**config.mk**
```make
export PLATFORM = sky130hd
export DESIGN_NAME = reg_file_sb
export DESIGN_NICKNAME = d
export VERILOG_FILES = /design/src/rtl/reg_file_sb.sv
export SDC_FILE = /design/constraint.sdc
export NUM_CORES = 2
export LEC_CHECK = 0
export ABC_AREA = 1
export CORE_MARGIN = 3
export CORE_UTILIZATION = 35
export DETAILED_ROUTE_END_ITERATION = 8
export HOLD_SLACK_MARGIN = 0.02
export SLEW_MARGIN = 10
export SYNTH_ARGS = -nofsm -noshare
export SYNTH_HDL_FRONTEND = slang
export SYNTH_SLANG_ARGS = --single-unit
```
**constraint.sdc**
```tcl
create_clock -name ip_clk -period 94.6 [get_ports ip_clk]
set_input_delay 18.92 -clock ip_clk [delete_from_list [all_inputs] [get_ports ip_clk]]
set_output_delay 18.92 -clock ip_clk [all_outputs]
set_load 0.02 [all_outputs]
```
**src/rtl/reg_file_sb.sv**
```systemverilog
`default_nettype none
// ============================================================================
//  Module      : reg_file_sb
//  Description : Parametrised general-register file with NRD combinational
//                read ports, one synchronous write port and a per-register
//                busy scoreboard for RAW/WAW hazard detection in decode.
//                Register 0 is hard-wired to zero and is never busy.
//                Optional macro REGFILE_BYPASS_EN enables write-to-read
//                forwarding of data and busy state in the write cycle.
//  Revision    : 1.0 - initial release
// ============================================================================
module reg_file_sb #(
    parameter  int XLEN  = 32,
    parameter  int NREGS = 32,
    parameter  int NRD   = 2,
    localparam int AW    = $clog2(NREGS)
) (
    input  logic                ip_clk,
    input  logic                ip_rst,
    input  logic [NRD*AW-1:0]   ip_rs_addr,
    output logic [NRD*XLEN-1:0] op_rs_data,
    output logic [NRD-1:0]      op_rs_busy,
    input  logic                ip_wr_en,
    input  logic [AW-1:0]       ip_wr_addr,
    input  logic [XLEN-1:0]     ip_wr_data,
    input  logic                ip_iss_en,
    input  logic [AW-1:0]       ip_iss_rd,
    output logic                op_iss_waw,
    output logic [AW:0]         op_pend_cnt
);

    // Storage. Entry 0 is never written, so it stays at its reset value of 0.
    logic [XLEN-1:0]  r_regs [NREGS];
    logic [NREGS-1:0] r_busy;
    logic [AW:0]      r_pend_cnt;

    logic [NREGS-1:0] w_set;
    logic [NREGS-1:0] w_clr;
    logic [NREGS-1:0] w_busy_nxt;
    logic [AW:0]      w_pend_nxt;
    logic             w_wr_hit;

    // A writeback to x0 is discarded everywhere (storage, scoreboard, bypass).
    assign w_wr_hit = ip_wr_en && (ip_wr_addr != '0);

    // Decode issue/writeback into per-register set/clear masks; x0 excluded.
    always_comb begin
        w_set = '0;
        w_clr = '0;
        for (int r = 1; r < NREGS; r++) begin
            w_set[r] = ip_iss_en && (ip_iss_rd == AW'(r));
            w_clr[r] = ip_wr_en && (ip_wr_addr == AW'(r));
        end
    end

    // Set dominates clear: a fresh producer issued in the writeback cycle of
    // the previous one keeps the register in flight.
    assign w_busy_nxt = (r_busy & ~w_clr) | w_set;

    // Pending count is the population count of the next busy vector, so the
    // registered value always matches the scoreboard and cannot wrap.
    always_comb begin
        w_pend_nxt = '0;
        for (int i = 0; i < NREGS; i++) begin
            w_pend_nxt = w_pend_nxt + (AW+1)'(w_busy_nxt[i]);
        end
    end

    // Register array write port; reset clears every entry immediately.
    always_ff @(posedge ip_clk or posedge ip_rst) begin
        if (ip_rst) begin
            for (int i = 0; i < NREGS; i++) begin
                r_regs[i] <= '0;
            end
        end else if (w_wr_hit) begin
            r_regs[ip_wr_addr] <= ip_wr_data;
        end
    end

    // Scoreboard and pending-count state.
    always_ff @(posedge ip_clk or posedge ip_rst) begin
        if (ip_rst) begin
            r_busy     <= '0;
            r_pend_cnt <= '0;
        end else begin
            r_busy     <= w_busy_nxt;
            r_pend_cnt <= w_pend_nxt;
        end
    end

    assign op_pend_cnt = r_pend_cnt;

    // r_busy[0] is never set, so an issue to x0 can never report WAW.
    assign op_iss_waw = ip_iss_en && (ip_iss_rd != '0) && r_busy[ip_iss_rd];

    // Identical combinational read ports.
    generate
        for (genvar k = 0; k < NRD; k++) begin : g_rd_port
            logic [AW-1:0] w_addr;
            assign w_addr = ip_rs_addr[k*AW +: AW];
`ifdef REGFILE_BYPASS_EN
            logic w_fwd;
            assign w_fwd = w_wr_hit && (ip_wr_addr == w_addr);
            assign op_rs_data[k*XLEN +: XLEN] = w_fwd ? ip_wr_data : r_regs[w_addr];
            // A forwarded result is no longer pending unless re-issued now.
            assign op_rs_busy[k] = w_fwd ? (ip_iss_en && (ip_iss_rd == w_addr))
                                         : r_busy[w_addr];
`else
            assign op_rs_data[k*XLEN +: XLEN] = r_regs[w_addr];
            assign op_rs_busy[k]              = r_busy[w_addr];
`endif
        end
    endgenerate

endmodule
`default_nettype wire
```
# Yosys cells after proc, flatten, opt, wreduce, memory -nomap -nowiden
# Cells that the tools add are included.
[totals] ff_bits=1062 in_bits=56
[classes] n_addsub=31 n_lt_le_gt_ge=7 eq_ne=62 n_mux=15 n_bitwise=6 n_reduce_logical=68
[ops] op="$bwmux 1024" n=1
[ops] op="$bmux 32 s5" n=2
[ops] op="$demux 32 s5" n=1
[ops] op="$eq 5x5->1 const B" n=32
[ops] op="$mux 32" n=5
[ops] op="$add 6x1->6" n=26
[ops] op="$eq 5x4->1 const B" n=16
[ops] op="$logic_and 1x1->1" n=66
[ops] op="$eq 5x3->1 const B" n=8
[ops] op="$and 32x32->32" n=1
[ops] op="$not 32->32" n=1
[ops] op="$or 32x32->32" n=1
[ops] op="$eq 5x2->1 const B" n=4
[ops] op="$ge 6x6->1 const B" n=3
[ops] op="$lt 5x6->1 const B" n=3
[ops] op="$not 5->6" n=3
[ops] op="$bmux 1 s5" n=3
[ops] op="$eq 5x1->1 const B" n=2
[ops] op="$reduce_bool 5->1" n=2
[ops] op="$add 5x1->6" n=1
[ops] op="$lt 6x1->1 const B" n=1
[ops] op="$add 4x1->5" n=1
[ops] op="$add 3x1->4" n=1
[ops] op="$add 2x1->3" n=1
[ops] op="other kinds (2)" n=4

# Depth between registers and ports, before layout
[depth] depth_word=36 ltp_mapped=25 depth_no_buf=23

# Worst setup path before layout
# Ideal clock, no wire load.
[synth_path] path_kind="input-to-output" start="in ip_iss_rd[0]" end="out op_iss_waw" arrival_ns=20.076 required_time_ns=75.680 path_slack_ns=55.604 stages=9 cell_sequence="buf_2 > clkinv_1 > nor2_1 > nand3_1 > nand2_1 > nor2_1 > nand2_1 > o21ai_0 > nor2_1"
[synth_via] elab_chain_len=3 elab_cells_between_ends=5 classes_between="mux: 2; reduce/logical: 3"
[synth_rtl] element="start: declaration" line_no="27" rtl="input logic [AW-1:0] ip_iss_rd,"
[synth_rtl] element="$bmux 1 s5 / $reduce_bool 5->1 (equally long branches)" line_no="94" rtl="assign op_iss_waw = ip_iss_en && (ip_iss_rd != '0) && r_busy[ip_iss_rd];"
[synth_rtl] element="$mux 1 (not written as such) / $logic_and 1x1->1 (equally long branches)" line_no="94"
[synth_rtl] element="$logic_and 1x1->1 *" line_no="94"
[synth_rtl] element="end: declaration" line_no="28" rtl="output logic op_iss_waw,"
# Every way passes the cells marked *; elsewhere a longest branch is shown, timed or not. The select of a mux whose other input is x is not followed.

# Final worst setup path
[layout_path] start="in ip_rs_addr[6]" end="out op_rs_data[36]"
[layout_via] elab_chain_len=4
[layout_rtl] element="start: declaration" line_no="20" rtl="input logic [NRD*AW-1:0] ip_rs_addr,"
[layout_rtl] element="$not 5->6 (not written as such)" line_no="109" rtl="assign op_rs_data[k*XLEN +: XLEN] = r_regs[w_addr];"
[layout_rtl] element="$bmux 32 s5" line_no="109"
[layout_rtl] element="$mux 32 (not written as such) (2 in a row)" line_no="109"
[layout_rtl] element="end: declaration" line_no="21" rtl="output logic [NRD*XLEN-1:0] op_rs_data,"
# No other way between the ends. The select of a mux whose other input is x is not followed.

==> results_dict.tcl <==
set metrics [dict create \
    synthTopCellsByArea "dfrtp_1, nand2_1, nand3_1, o21ai_0, buf_2" \
    grt_pass1_wl_um 361700 \
    num-fill-cells 17570 \
    yosysTopAreaCell "dfrtp_1" \
    final.setup_skew_ns 0.01873 \
    yosysWarnings 0 \
    clkSlewWorstSetupHoldPaths_ns 0.06 \
    start_kind "input pin" \
    root_buffer "clkbuf_16" \
    crit_path_frequent_cell "nand2_1" \
    worstSkewPairLatency_ns 0.73 \
    clock.fmax_mhz 23.51 \
    synth_nets 8838 \
    grt_start_max_net_pins 251 \
    slowest_delay_ns 0.96 \
    finalPower_uw 1516 \
    violations "max-slew violations" \
    post_cts_buffers 0 \
    syn_avg_cell_area_um2 6.848 \
    coreArea_um2 169800 \
    rsz0062_at_grt "false" \
    critPathCaptureType "output port" \
    critPathRequiredTime_ns 75.68 \
    critical_path_class "in -> out" \
    yosys_most_used_dff "dfrtp_1" \
    holdBufCountCts 0 \
    ios 129 \
    num_vias 60120 \
    maxCapViolations 0 \
    fp.dieW_um 419.8 \
    wire_per_inst_um 22.67 \
    cp_max_fo 133 \
    drive_gt1_share_pct 4.018 \
    synth_seq_cells 1061 \
    synthTopCellsByCount "nand2_1, nand3_1, dfrtp_1, o21ai_0" \
    drv_slew 55 \
    async_flop_share_pct 100.0 \
    drtAntennaViolNets 0 \
    ctsLongestPathBuffers 3 \
    cp.arrival_ns 23.61 \
    dieArea_um2 176200 \
    power_density_nw_per_um2 23.24 \
    worst_pin_slew_ns 1.543 \
    dp.cells 10400 \
    grt_pass1_vias 56390 \
    worstPathCellList "buf_8, inv_8, buf_4, buf_4, nand3_1, nand3_1, nand2_1, nand2_1, nand2_1, nand2_1, nand2_1, clkdlybuf4s50_1" \
    vias_per_cell 5.669 \
    portBuffers 128 \
    critPathSlowestCell "buf_4" \
    drt_wl_total_um 240400 \
    p_leak_uw 0.03090 \
    initial_utilization_pct 35.29 \
    gr-total-overflow 0 \
    antenna_found_initial 2 \
    multi_input_area_um2 29450 \
    drtIter0Drc 8119 \
    die_h_um 419.8 \
    setup_viol_count_final 0 \
    area_growth_pct 8.869 \
    cts_buffers 114 \
    relSlewSlack_pct -2.898 \
    nets 8381 \
    drt_first_pass_iters 6 \
    ys_seq_area_share_pct 44.30 \
    regArea_um2 26550 \
    finalSetupTns_ns 0 \
    cts_max_level 3 \
    vdd_drop_max_uv 48.44 \
    synth.most_common_cell "nand2_1" \
    gp_congestion 0.9218 \
    cts.repair.resized 0 \
    grt_usage_pct 26.67 \
    syn_area_um2 59930 \
    rows 151 \
    hp-class "reg -> reg" \
    synth_edf_count 0 \
    final_cells 10610 \
    cts_sinks 1061 \
    syn-instance-count 8752 \
    synthDistinctLibCells 30 \
    period_share_pct 44.96 \
    synth_top_area_share_pct 44.30 \
    drc 0 \
    cts_tree "done" \
    dp_hpwl_um 124800 \
    status "finished with violations" \
    hold_viol_final 0 \
    min_period_ns 42.53 \
]
[cells in the final DEF, fill, tap and decap left out, drive strengths merged]
cell type	synthesis	final
nand2	3905	3905
clkinv	5	27
nor2	209	209
inv	122	121
a22o	4	4
a22oi	12	12
a21oi	161	161
o21ai	850	850
o21a	2	2
nor3	1	1
bufinv	0	12
xnor2	1	1
buf	454	99
ha	7	7
diode	0	1
fa	23	23
clkbuf	336	172
clkinvlp	0	3
nand3	1591	1591
clkdlybuf4s50	0	118
o22ai	4	4
dfrtp	1061	1061
xor2	2	2
a211oi	1	1
nand4	1	1
[power breakdown]
part	leakage, µW	total [µW]	switching [µW]	internal, µW
clock	0.00192	476	199	277
sequential	0.0136	616	70.5	545
combinational	0.0154	424	258	166
total	0.0309	1520	528	988
[sequential cells by signal, summed over array words and instances, names as in the netlist]
signal and cells:
r_busy 31, op_pend_cnt 6, r_regs 1024
[area by class of cell]
type                    instances  share of cell area [%]
well taps                    2218                   4.253
repair buffers                217                   3.095
clock inverters                36                  0.8322
flip-flops and latches       1061                   40.69
clock buffers                 172                   5.166
diodes                          1                0.003835
inverters                     127                  0.8265
multi-input cells            6774                   45.13
[critical path: cells and delay by family]
| kind | cells | cell delay, ns |
|---|---|---|
| buffers and inverters | 5 | 3.46 |
| and+or+nand+nor | 7 | 0.73 |
[cells by family after synthesis]
group	after synthesis	share of synthesized area, %
DFF	1061	44.30
adders and majority gates	30	0.9144
and+or+nand+nor	5707	39.19
AOI/OAI and AO/OA	1034	8.731
xor gates and xnor gates	3	0.04385
buffers and inverters	917	6.825
[routing by layer]
metal	up-vias	part of all wire (%)	wire, µm	global-route usage, %
met2	3508	44	106700	42.15
met1	28580	40	95620	34.68
met4	4	6.3	15030	15.26
met5	-	0.012	28	0
met3	708	9.6	23040	4.263
li1	27330	-	-	-
[through the flow]
step | hold slack (ns) | util (%) | setup slack [ns] | instance area [µm²]
after global routing | 0.4108 | 38.41 | 52.14 | 65250
after CTS | 0.4036 | 38.41 | 52.34 | 65250
after detailed placement | 0.3894 | 36.11 | 52.35 | 61330
after floorplan | 0.4508 | - | 45.81 | 59930
after global placement | 0.3855 | 36.11 | 52.36 | 61330
final | 0.4018 | 38.42 | 52.07 | 65250
[final timing paths]
| path | from | endpoint | slack (ns) | depth (start not counted) |
|---|---|---|---|---|
| worst min register to register | r_regs[1011] | r_regs[1011] | 0.40 | 0 |
| min in group asynchronous | ip_rst | r_regs[531] | 18.74 | 2 |
| worst max register to register | r_busy[12] | op_pend_cnt[5] | 89.54 | 16 |
| worst max-delay path | ip_rs_addr[6] | op_rs_data[36] | 52.07 | 12 |
| worst min-delay path | r_regs[1011] | r_regs[1011] | 0.40 | 0 |
| max in group asynchronous | ip_rst | r_regs[12] | 71.93 | 6 |
No activity file was read; power rests on OpenSTA's default activity.
